<file path="src/rtl/jtcop_ba0_arb.sv">
// Bank-0 SDRAM scheduler for Dec0: main ROM, work RAM and sound ROM share one
// SDRAM bank, each requester sitting behind a one-word cache.
module jtcop_ba0_arb #(
  parameter int          AW          = 18,
  parameter logic [21:0] MAIN_OFFSET = 22'h00_0000,
  parameter logic [21:0] RAM_OFFSET  = 22'h30_0000,
  parameter logic [21:0] SND_OFFSET  = 22'h20_0000
)(
  input  logic          clk,
  input  logic          rst_n,
  input  logic          main_cs,
  input  logic [AW-1:0] main_addr,
  output logic          main_ok,
  output logic [15:0]   main_data,
  input  logic          ram_cs,
  input  logic [AW-1:0] ram_addr,
  input  logic          ram_rnw,
  input  logic [1:0]    ram_dsn,
  input  logic [15:0]   ram_din,
  output logic          ram_ok,
  output logic [15:0]   ram_data,
  input  logic          snd_cs,
  input  logic [AW:0]   snd_addr,
  output logic          snd_ok,
  output logic [7:0]    snd_data,
  output logic [21:0]   ba_addr,
  output logic          ba_rd,
  output logic          ba_wr,
  output logic [15:0]   ba_din,
  output logic [1:0]    ba_din_m,
  input  logic          ba_ack,
  input  logic          ba_rdy,
  input  logic [15:0]   data_read
);
  // SDRAM handshake: a request (ba_rd/ba_wr) is held until ba_ack is sampled
  // high; ba_rdy then ends the transfer and is only honoured in WAIT.
  typedef enum logic [1:0] {IDLE, REQ, WAIT} state_t;
  state_t state, state_nxt;

  logic [2:0][AW-1:0] c_addr;
  logic [2:0][15:0]   c_data;
  logic [2:0]         valid;
  logic [1:0]         last_grant, gnt, gnt_r, c1, c2, c3;
  logic               gnt_vld, start, finish, is_wr;
  logic [AW-1:0]      gnt_addr, sel_addr, wdone_addr;
  logic [21:0]        sel_base;
  logic               wdone, wdone_eff, snd_sel;
  logic [AW-1:0]      snd_waddr;
  logic               hit_main, hit_ram, hit_snd;
  logic [3:0]         pend;

  assign snd_waddr = snd_addr[AW:1];
  assign hit_main  = main_cs & valid[0] & (main_addr == c_addr[0]);
  assign hit_ram   = ram_cs & ram_rnw & valid[1] & (ram_addr == c_addr[1]);
  assign hit_snd   = snd_cs & valid[2] & (snd_waddr == c_addr[2]);
  // A finished write only counts while the CPU keeps the same access up
  assign wdone_eff = wdone & ram_cs & (ram_addr == wdone_addr);

  assign pend[0] = main_cs & ~hit_main;
  assign pend[1] = ram_cs & (ram_rnw ? ~hit_ram : ~wdone_eff);
  assign pend[2] = snd_cs & ~hit_snd;
  assign pend[3] = 1'b0;

  assign main_data = c_data[0];
  assign ram_data  = c_data[1];
  assign snd_data  = snd_sel ? c_data[2][15:8] : c_data[2][7:0];

  function automatic logic [1:0] rr_next(input logic [1:0] s);
    return (s == 2'd2) ? 2'd0 : s + 2'd1;
  endfunction

  always_comb begin
    c1      = rr_next(last_grant);
    c2      = rr_next(c1);
    c3      = rr_next(c2);
    gnt     = last_grant;
    gnt_vld = 1'b1;
    if (pend[c1])      gnt = c1;
    else if (pend[c2]) gnt = c2;
    else if (pend[c3]) gnt = c3;
    else               gnt_vld = 1'b0;
  end

  always_comb begin
    sel_addr = main_addr;
    sel_base = MAIN_OFFSET;
    case (gnt)
      2'd1: begin sel_addr = ram_addr;  sel_base = RAM_OFFSET; end
      2'd2: begin sel_addr = snd_waddr; sel_base = SND_OFFSET; end
      default: ;
    endcase
  end

  always_comb begin
    state_nxt = state;
    start     = 1'b0;
    finish    = 1'b0;
    case (state)
      IDLE: if (gnt_vld) begin state_nxt = REQ; start = 1'b1; end
      REQ:  if (ba_ack) state_nxt = WAIT;
      WAIT: if (ba_rdy) begin state_nxt = IDLE; finish = 1'b1; end
      default: state_nxt = IDLE;
    endcase
  end

  always_ff @(posedge clk or negedge rst_n) begin
    if (!rst_n) state <= IDLE;
    else        state <= state_nxt;
  end

  always_ff @(posedge clk or negedge rst_n) begin
    if (!rst_n) begin
      main_ok    <= 1'b0;
      ram_ok     <= 1'b0;
      snd_ok     <= 1'b0;
      snd_sel    <= 1'b0;
      ba_addr    <= '0;
      ba_rd      <= 1'b0;
      ba_wr      <= 1'b0;
      ba_din     <= '0;
      ba_din_m   <= '0;
      c_addr     <= '0;
      c_data     <= '0;
      valid      <= '0;
      wdone      <= 1'b0;
      wdone_addr <= '0;
      last_grant <= 2'd2;
      gnt_r      <= 2'd0;
      gnt_addr   <= '0;
      is_wr      <= 1'b0;
    end else begin
      main_ok <= hit_main;
      snd_ok  <= hit_snd;
      ram_ok  <= hit_ram | (~ram_rnw & wdone_eff);
      snd_sel <= snd_addr[0];
      if (!wdone_eff) wdone <= 1'b0;
      if (start) begin
        last_grant <= gnt;
        gnt_r      <= gnt;
        gnt_addr   <= sel_addr;
        ba_addr    <= sel_base + 22'(sel_addr);
        is_wr      <= (gnt == 2'd1) & ~ram_rnw;
        ba_rd      <= ~((gnt == 2'd1) & ~ram_rnw);
        ba_wr      <= (gnt == 2'd1) & ~ram_rnw;
        if ((gnt == 2'd1) && !ram_rnw) begin
          ba_din   <= ram_din;
          ba_din_m <= ram_dsn;
        end
      end
      if (state == REQ && ba_ack) begin
        ba_rd <= 1'b0;
        ba_wr <= 1'b0;
      end
      if (finish) begin
        if (is_wr) begin
          wdone      <= 1'b1;
          wdone_addr <= gnt_addr;
          // Keep the read cache coherent with the bytes just written
          if (valid[1] && c_addr[1] == gnt_addr)
            c_data[1] <= {ba_din_m[1] ? c_data[1][15:8] : ba_din[15:8],
                          ba_din_m[0] ? c_data[1][7:0]  : ba_din[7:0]};
        end else begin
          c_data[gnt_r] <= data_read;
          c_addr[gnt_r] <= gnt_addr;
          valid[gnt_r]  <= 1'b1;
        end
      end
    end
  end
endmodule

</file>
<file path="config.mk">
export PLATFORM = sky130hd
export DESIGN_NAME = jtcop_ba0_arb
export DESIGN_NICKNAME = d
export VERILOG_FILES = /design/src/rtl/jtcop_ba0_arb.sv
export SDC_FILE = /design/constraint.sdc
export NUM_CORES = 1
export LEC_CHECK = 0
export CAP_MARGIN = 30
export CORE_UTILIZATION = 28
export DETAILED_ROUTE_END_ITERATION = 8
export PLACE_DENSITY_LB_ADDON = 0.25
export SETUP_SLACK_MARGIN = 0.2
export SYNTH_ARGS = -nofsm -noshare
export SYNTH_HDL_FRONTEND = slang
export SYNTH_SLANG_ARGS = --single-unit
</file>
<file path="constraint.sdc">
create_clock -name clk -period 9.3 [get_ports clk]
set_input_delay 1.86 -clock clk [delete_from_list [all_inputs] [get_ports clk]]
set_output_delay 1.86 -clock clk [all_outputs]
set_load 0.1 [all_outputs]
</file>
==> impl_metrics.yaml <==
synthesis:
  synth-edff-count: 0
  yosys-top-cells-count: "173 x dfrtp_1, 141 x mux2_2, 50 x xor2_1"
  synth_mux_area_frac: 0.251
  synth_fa_ha_area_frac: 0.00430
  synthesis.area_um2: 8730
  ys_warn_count: 0
  postSynthCellCount: 668
  synth-async-reset-ratio: 1.00
  synth_xor_area_frac: 0.0893
  yosys.area.top_type_share: 0.496
  synthFlopType: "dfrtp_1"
  synth_top_family_by_area: "multiplexers"
  ys_seq_area_frac: 0.499
  synth_cell_types: 52
  ys_ff_latch: 174
  yosysMostFrequentCell: "dfrtp_1"
  synth_compound_area_frac: 0.0506
  synth.avg_cell_area_um2: 13.1
  synth_area_leader_cell: "dfrtp_1"
  synth-simple-area-share: 0.0552
  ys_top_cells_by_area: "dfrtp_1 50%, mux2_2 18%, mux2_4 5.5%"
clocking:
  clk_pin_slew_worst_paths_ns: 0.07
  cts-hold-fix-buffers: 0
  cts_sinks: 174
  root_buffer: "clkbuf_16"
  htreeDepth: 4
  cts_tree: "done"
  worstSkewPairLatency_ns: 0.43
  cts_resized: 0
  numCtsBuffers: 17
  post_cts_buffers: 0
  clock_path_buffers: 2
drt:
  drt-vias-per-instance: 4.70
  drcViolationCount: 0
  wl_um: 25300
  routedWlPerCell_um: 20.6
  ant_nets: 0
  drtIter0Drc: 226
  via_count: 5768
  first_pass_iters: 4
cells_and_area:
  nets: 918
  antenna_cells: 0
  multiInputGateArea_um2: 3950
  seqCellArea_um2: 4360
  syn2layout_area_growth_pct: 29.7
  fill_cells: 3039
  drive_above_1_share: 0.282
global_route:
  grt_max_degree: 67
  grt_pass1_vias: 6040
  grt_pass1_wl_um: 38300
  grt_usage: 0.165
  overflow: 0
  grt_antenna_before_repair: 1
sta:
  fin_crit_sh: 0.625
  rsz0062_at_grt: "false"
  tightest_slew_ns: 1.06
  hold_viol: 0
  setup_tns_ns: 0
  fmax_mhz: 172
  relSlewSlack: 0.292
  finalMaxSlewViolations: 0
  layout_min_cycle_time_ns: 5.81
  finalSetupViolCount: 0
  fin_skew_ns: 0.0143
worst_setup_path:
  cp.arrival_ns: 6.12
  path_class: "in -> reg"
  timing.rr.end: "ba_din[6]$_DFFE_PN0P_"
  critical_path.endpoint: "ba_din[6]$_DFFE_PN0P_"
  r2r_cells: 10
  start_kind: "primary input"
  crit_required_ns: 9.61
  slowest_delay_ns: 0.96
  critical_path.endpoint_type: "register"
  crit_fanout: 21
  r2r_slack_ns: 4.98
  path_cells: "clkdlybuf4s50_1, xnor2_1, nand4_1, or4_4, o31ai_2, a41oi_1, a22oi_1, ha_1, inv_1, a2111o_4, mux2_4"
  critPathLaunch: "snd_addr[7]"
  rr_startpoint: "c_addr[42]$_DFFE_PN0P_"
  cp_slowest_cell: "ha_1"
floorplanning:
  die_y_um: 179
  ioPinCount: 182
  start_util: 0.285
  die_w_um: 179
  floorplan.die_area_um2: 31900
  core_area_um2: 30700
  fp-row-count: 64
min_path:
  hp-start: "valid[2]$_DFFE_PN0P_"
  hp-class: "reg -> reg"
  hold_depth: 1
outcome:
  outcome: "complete, no violations"
placement:
  port_buffers: 179
  place_congestion: 0.810
  dp_hpwl_um: 18700
flow_run:
  max_cap_violations: 0
-- flip-flops by register name (all words and copies together), names as in the netlist, 2 cells and up --
signal      cells
valid           3
state           2
gnt_addr       17
ram_data       16
ba_din         16
ba_addr         3
c_data         16
wdone_addr     18
ba_din_m        2
c_addr         54
main_data      16
last_grant      2
-- cell usage in the layout, fill, tap and decap left out, types with 17 or more instances in the layout --
cell	synthesis	layout
mux2_4	32	32
clkdlybuf4s50_1	0	178
dfrtp_1	173	173
nand2_1	24	24
a22oi_1	19	19
xor2_1	50	50
mux2_2	141	141
o21ai_0	24	24
clkbuf_16	0	17
xnor2_1	39	39
-- stage by stage --
step	instances	cell area (um^2)	hold WS (ns)	util	setup WS, ns
6_report	1227	11300	0.475	0.369	3.49
3_3_place_gp	1191	10700	0.458	0.348	3.25
2_1_floorplan	669	8730	0.434	-	4.73
3_5_place_dp	1195	10800	0.452	0.351	3.12
5_1_grt	1227	11300	0.489	0.369	3.41
4_1_cts	1227	11300	0.472	0.369	3.57
-- final cells by class --
| type | count | share of cell area |
|---|---|---|
| sequential | 174 | 0.385 |
| multi-input combinational | 427 | 0.349 |
| timing repair buffer | 190 | 0.170 |
| tap | 396 | 0.0438 |
| clock buffer | 19 | 0.0391 |
| clock inverter | 13 | 0.0105 |
| inverter | 8 | 0.00265 |
-- worst max-delay path, delay by kind of cell --
kind,cells,cell delay [ns]
mux,1,0.36
fa+ha+maj,1,0.96
simple gates,2,0.58
compound gates,4,1.43
buf+inv,2,0.57
xor+xnor,1,0.33
-- how the worst min path moves through the flow --
stage | endpoint | slack [ns]
5_1_grt | valid[2]$_DFFE_PN0P_ | 0.49
4_1_cts | valid[2]$_DFFE_PN0P_ | 0.47
3_5_place_dp | valid[2]$_DFFE_PN0P_ | 0.45
6_report | valid[2]$_DFFE_PN0P_ | 0.48
3_3_place_gp | valid[2]$_DFFE_PN0P_ | 0.46
2_1_floorplan | valid[2]$_DFFE_PN0P_ | 0.43
-- kinds of logic (layout without fill, tap and decap cells) --
group | Yosys count | in the layout
buffers and inverters | 68 | 230
xor gates and xnor gates | 89 | 89
muxes | 185 | 185
DFF | 174 | 174
other | 1 | 2
and+or+nand+nor | 87 | 87
AOI/OAI and AO/OA | 61 | 61
adders and majority gates | 3 | 3
-- layer usage --
metal  global-route usage  routed length, um  part of all wire
met5                    0                 12           0.00047
met4               0.0413                361             0.014
met1                0.221              11700              0.46
met2                0.266              11900              0.47
met3               0.0367               1430             0.056
Power is left out: the tool's default activity adds up to more than one toggle a clock period on the data nets, which glitch-free logic cannot reach.
==> RTL change, RTL diff (same flow settings) <==
The parameter `AW` goes from 18 to 9.
--- a/src/rtl/jtcop_ba0_arb.sv
+++ b/src/rtl/jtcop_ba0_arb.sv
@@ -3,3 +3,3 @@
 module jtcop_ba0_arb #(
-  parameter int          AW          = 18,
+  parameter int          AW          = 9,
   parameter logic [21:0] MAIN_OFFSET = 22'h00_0000,
Ports: changed (resized main_addr, ram_addr and snd_addr); port bits go from 182 to 155. The function was not compared with the original's and may differ.
==> RTL change against the original RTL <==
  * The flow now finishes with violations (design-rule violations)
  * Global-route usage is 1.0 points lower
  * Synthesized cell count is 28% lower
  * Clock skew is 7.0 ps lower
  * Setup slack better by 410 ps
  * Synthesized area is 27% lower
  * Non-clock buffer count is 43 lower
  * Via count is 29% lower
  * Routed wire length is 33% lower
  * Sequential cell count is 45 lower
  * Cell area is 27% lower
Power is left out: the tool's default activity adds up to more than one toggle a clock period on the data nets, which glitch-free logic cannot reach.
==> RTL change: results (changes against the original RTL) <==
Clock network
  – Post-CTS setup buffers: 0 (unchanged)
  – Clk buf depth: 2 (unchanged)
  – Post-cts resize count: 0 (unchanged)
  – Num CTS Buffers: 17 (unchanged)
  – Reg clk slew, reported paths: about 60 ps
  – Worst-Skew Late Latency: 420 ps
  – H-tree Lvls: 4 (unchanged)
  – Root Driver: clkbuf_16

Placed design
  – Final GP Congestion: 0.801 (-1.2%)
  – Port Buffer Count: 143 (-20%)
  – Half-perimeter wire length after placement: 12200 um (-35%)

Route
  – Vias/cell: 4.63 (-1.4%)
  – DRT Wirelength: 17000 um (-33%)
  – DRC: 4 (+4)
  – TritonRoute pass-1 iters: 8 (+4)
  – Initial DRC Count: 176 (-22%)

Synthesis
  – Ys flop type: dfrtp_1
  – Proportion of synthesized area in mux cells: 22.8% (-2.2 points)
  – Async set or reset register ratio after synthesis: 100% (unchanged)
  – Synthesis Warnings: 0 (unchanged)
  – Synth top area cells: dfrtp_1 50%, mux2_2 18%, buf_4 5.1%, mux2_4 5.0%, xnor2_1 3.3%
  – Synth Area in Compound Gates: 6.91% (+1.9 points)
  – Top post-synthesis cells by count: 128 x dfrtp_1, 99 x mux2_2, 43 x buf_4
  – XOR/XNOR Fraction of Synth Area: 6.20% (-2.7 points)
  – Synthesized-area fraction occupied by adder cells: 0.591% (+0.16 points)
  – Netlist cell types: 49 (-5.8%)
  – Register area share after synthesis: 50.8% (+0.93 points)

Cells and area
  – Layout cell share with drive strength beyond 1: 27.3% (-0.90 points)
  – N_diodes: 0 (unchanged)
  – Largest register FFs: 27 (-50%)
  – Final #Nets: 670 (-27%)
  – Largest Register: c_addr

Worst setup path
  – Slowest CP cell: a2111o_2
  – Worst EP arrival: 5700 ps (-420 ps)
  – CP top delay family: compound AO/OA/AOI/OAI gates
  – FF-to-FF setup slack: 5410 ps (+430 ps)
  – CP max stage delay: 730 ps (-230 ps)
  – CP Max Fanout: 21 (unchanged)

Global routing
  – Global-route wire length before repair: 26900 um (-30%)
  – Vias in the first global route: 4554 (-25%)
  – Initial antenna violation count: 0 (-1)
  – Largest net degree at the start of global routing: 74 (+10%)
  – Global-route usage over all layers: 15.4% (-1.0 points)

Run status
  – Status: complete, but fails checks
  – Violated checks: design-rule violations

STA
  – Final Skew: 7.34 ps (-6.97 ps)
  – Slew Limit Headroom: 30.8% (+1.6 points)

Hold path
  – Type of the worst min-delay path: reg -> reg
==> RTL change: worst reg2reg max path, stage by stage (launching register included) <==
cell,delay [ps]
dfrtp_1,380
xor2_1,160
or4_4,570
o41ai_4,470
and2_4,240
nand2_1,70
nand2_1,120
ha_1,500
inv_1,90
a2111o_2,730
mux2_4,420
==> RTL change: layer usage <==
layer	track usage (%)	part of all wire (%)	up-vias
li1	-	-	1884
met1	19.4	45	2097
met2	25.4	49	110
met3	3.64	4.0	28
met4	6.49	2.2	0
met5	0	0	-
==> RTL change: metrics by stage <==
stage | cells | hold WS (ps) | setup slack (ps) | utilization [%] | area, um2
floorplan | 494 | 435 | 4530 | - | 6390
global placement | 857 | 456 | 3590 | 35.3 | 7770
detailed placement | 857 | 455 | 3480 | 35.3 | 7770
CTS | 888 | 468 | 3930 | 37.7 | 8300
global route | 889 | 498 | 3760 | 37.7 | 8310
finish | 889 | 464 | 3900 | 37.7 | 8310
==> RTL change: cell type report <==
class	instances	area (um2)
clock buffer	21	440
sequential	129	3230
inverter	9	33.8
fill	2133	13700
clock inverter	10	90.1
tap	280	350
multi-input combinational	293	2710
timing repair buffer	147	1460
==> RTL change: cells by family after synthesis <==
kind of cell,Yosys count
DFF,129
AOI/OAI and AO/OA,53
adders and majority gates,3
muxes,122
and+or+nand+nor,59
buffers and inverters,72
xor gates and xnor gates,45
other,1
==> RTL change: path summary, 6_finish.rpt <==
path                            depth (start not counted)          end         from
worst min register to register                          1     valid[2]     valid[2]
worst max register to register                         10    ba_din[4]   c_addr[25]
min in group asynchronous                               1    c_addr[0]        rst_n
worst max-delay path                                   11    ba_din[4]  snd_addr[8]
worst min-delay path                                    1     valid[2]     valid[2]
max in group asynchronous                               2  ram_data[7]        rst_n
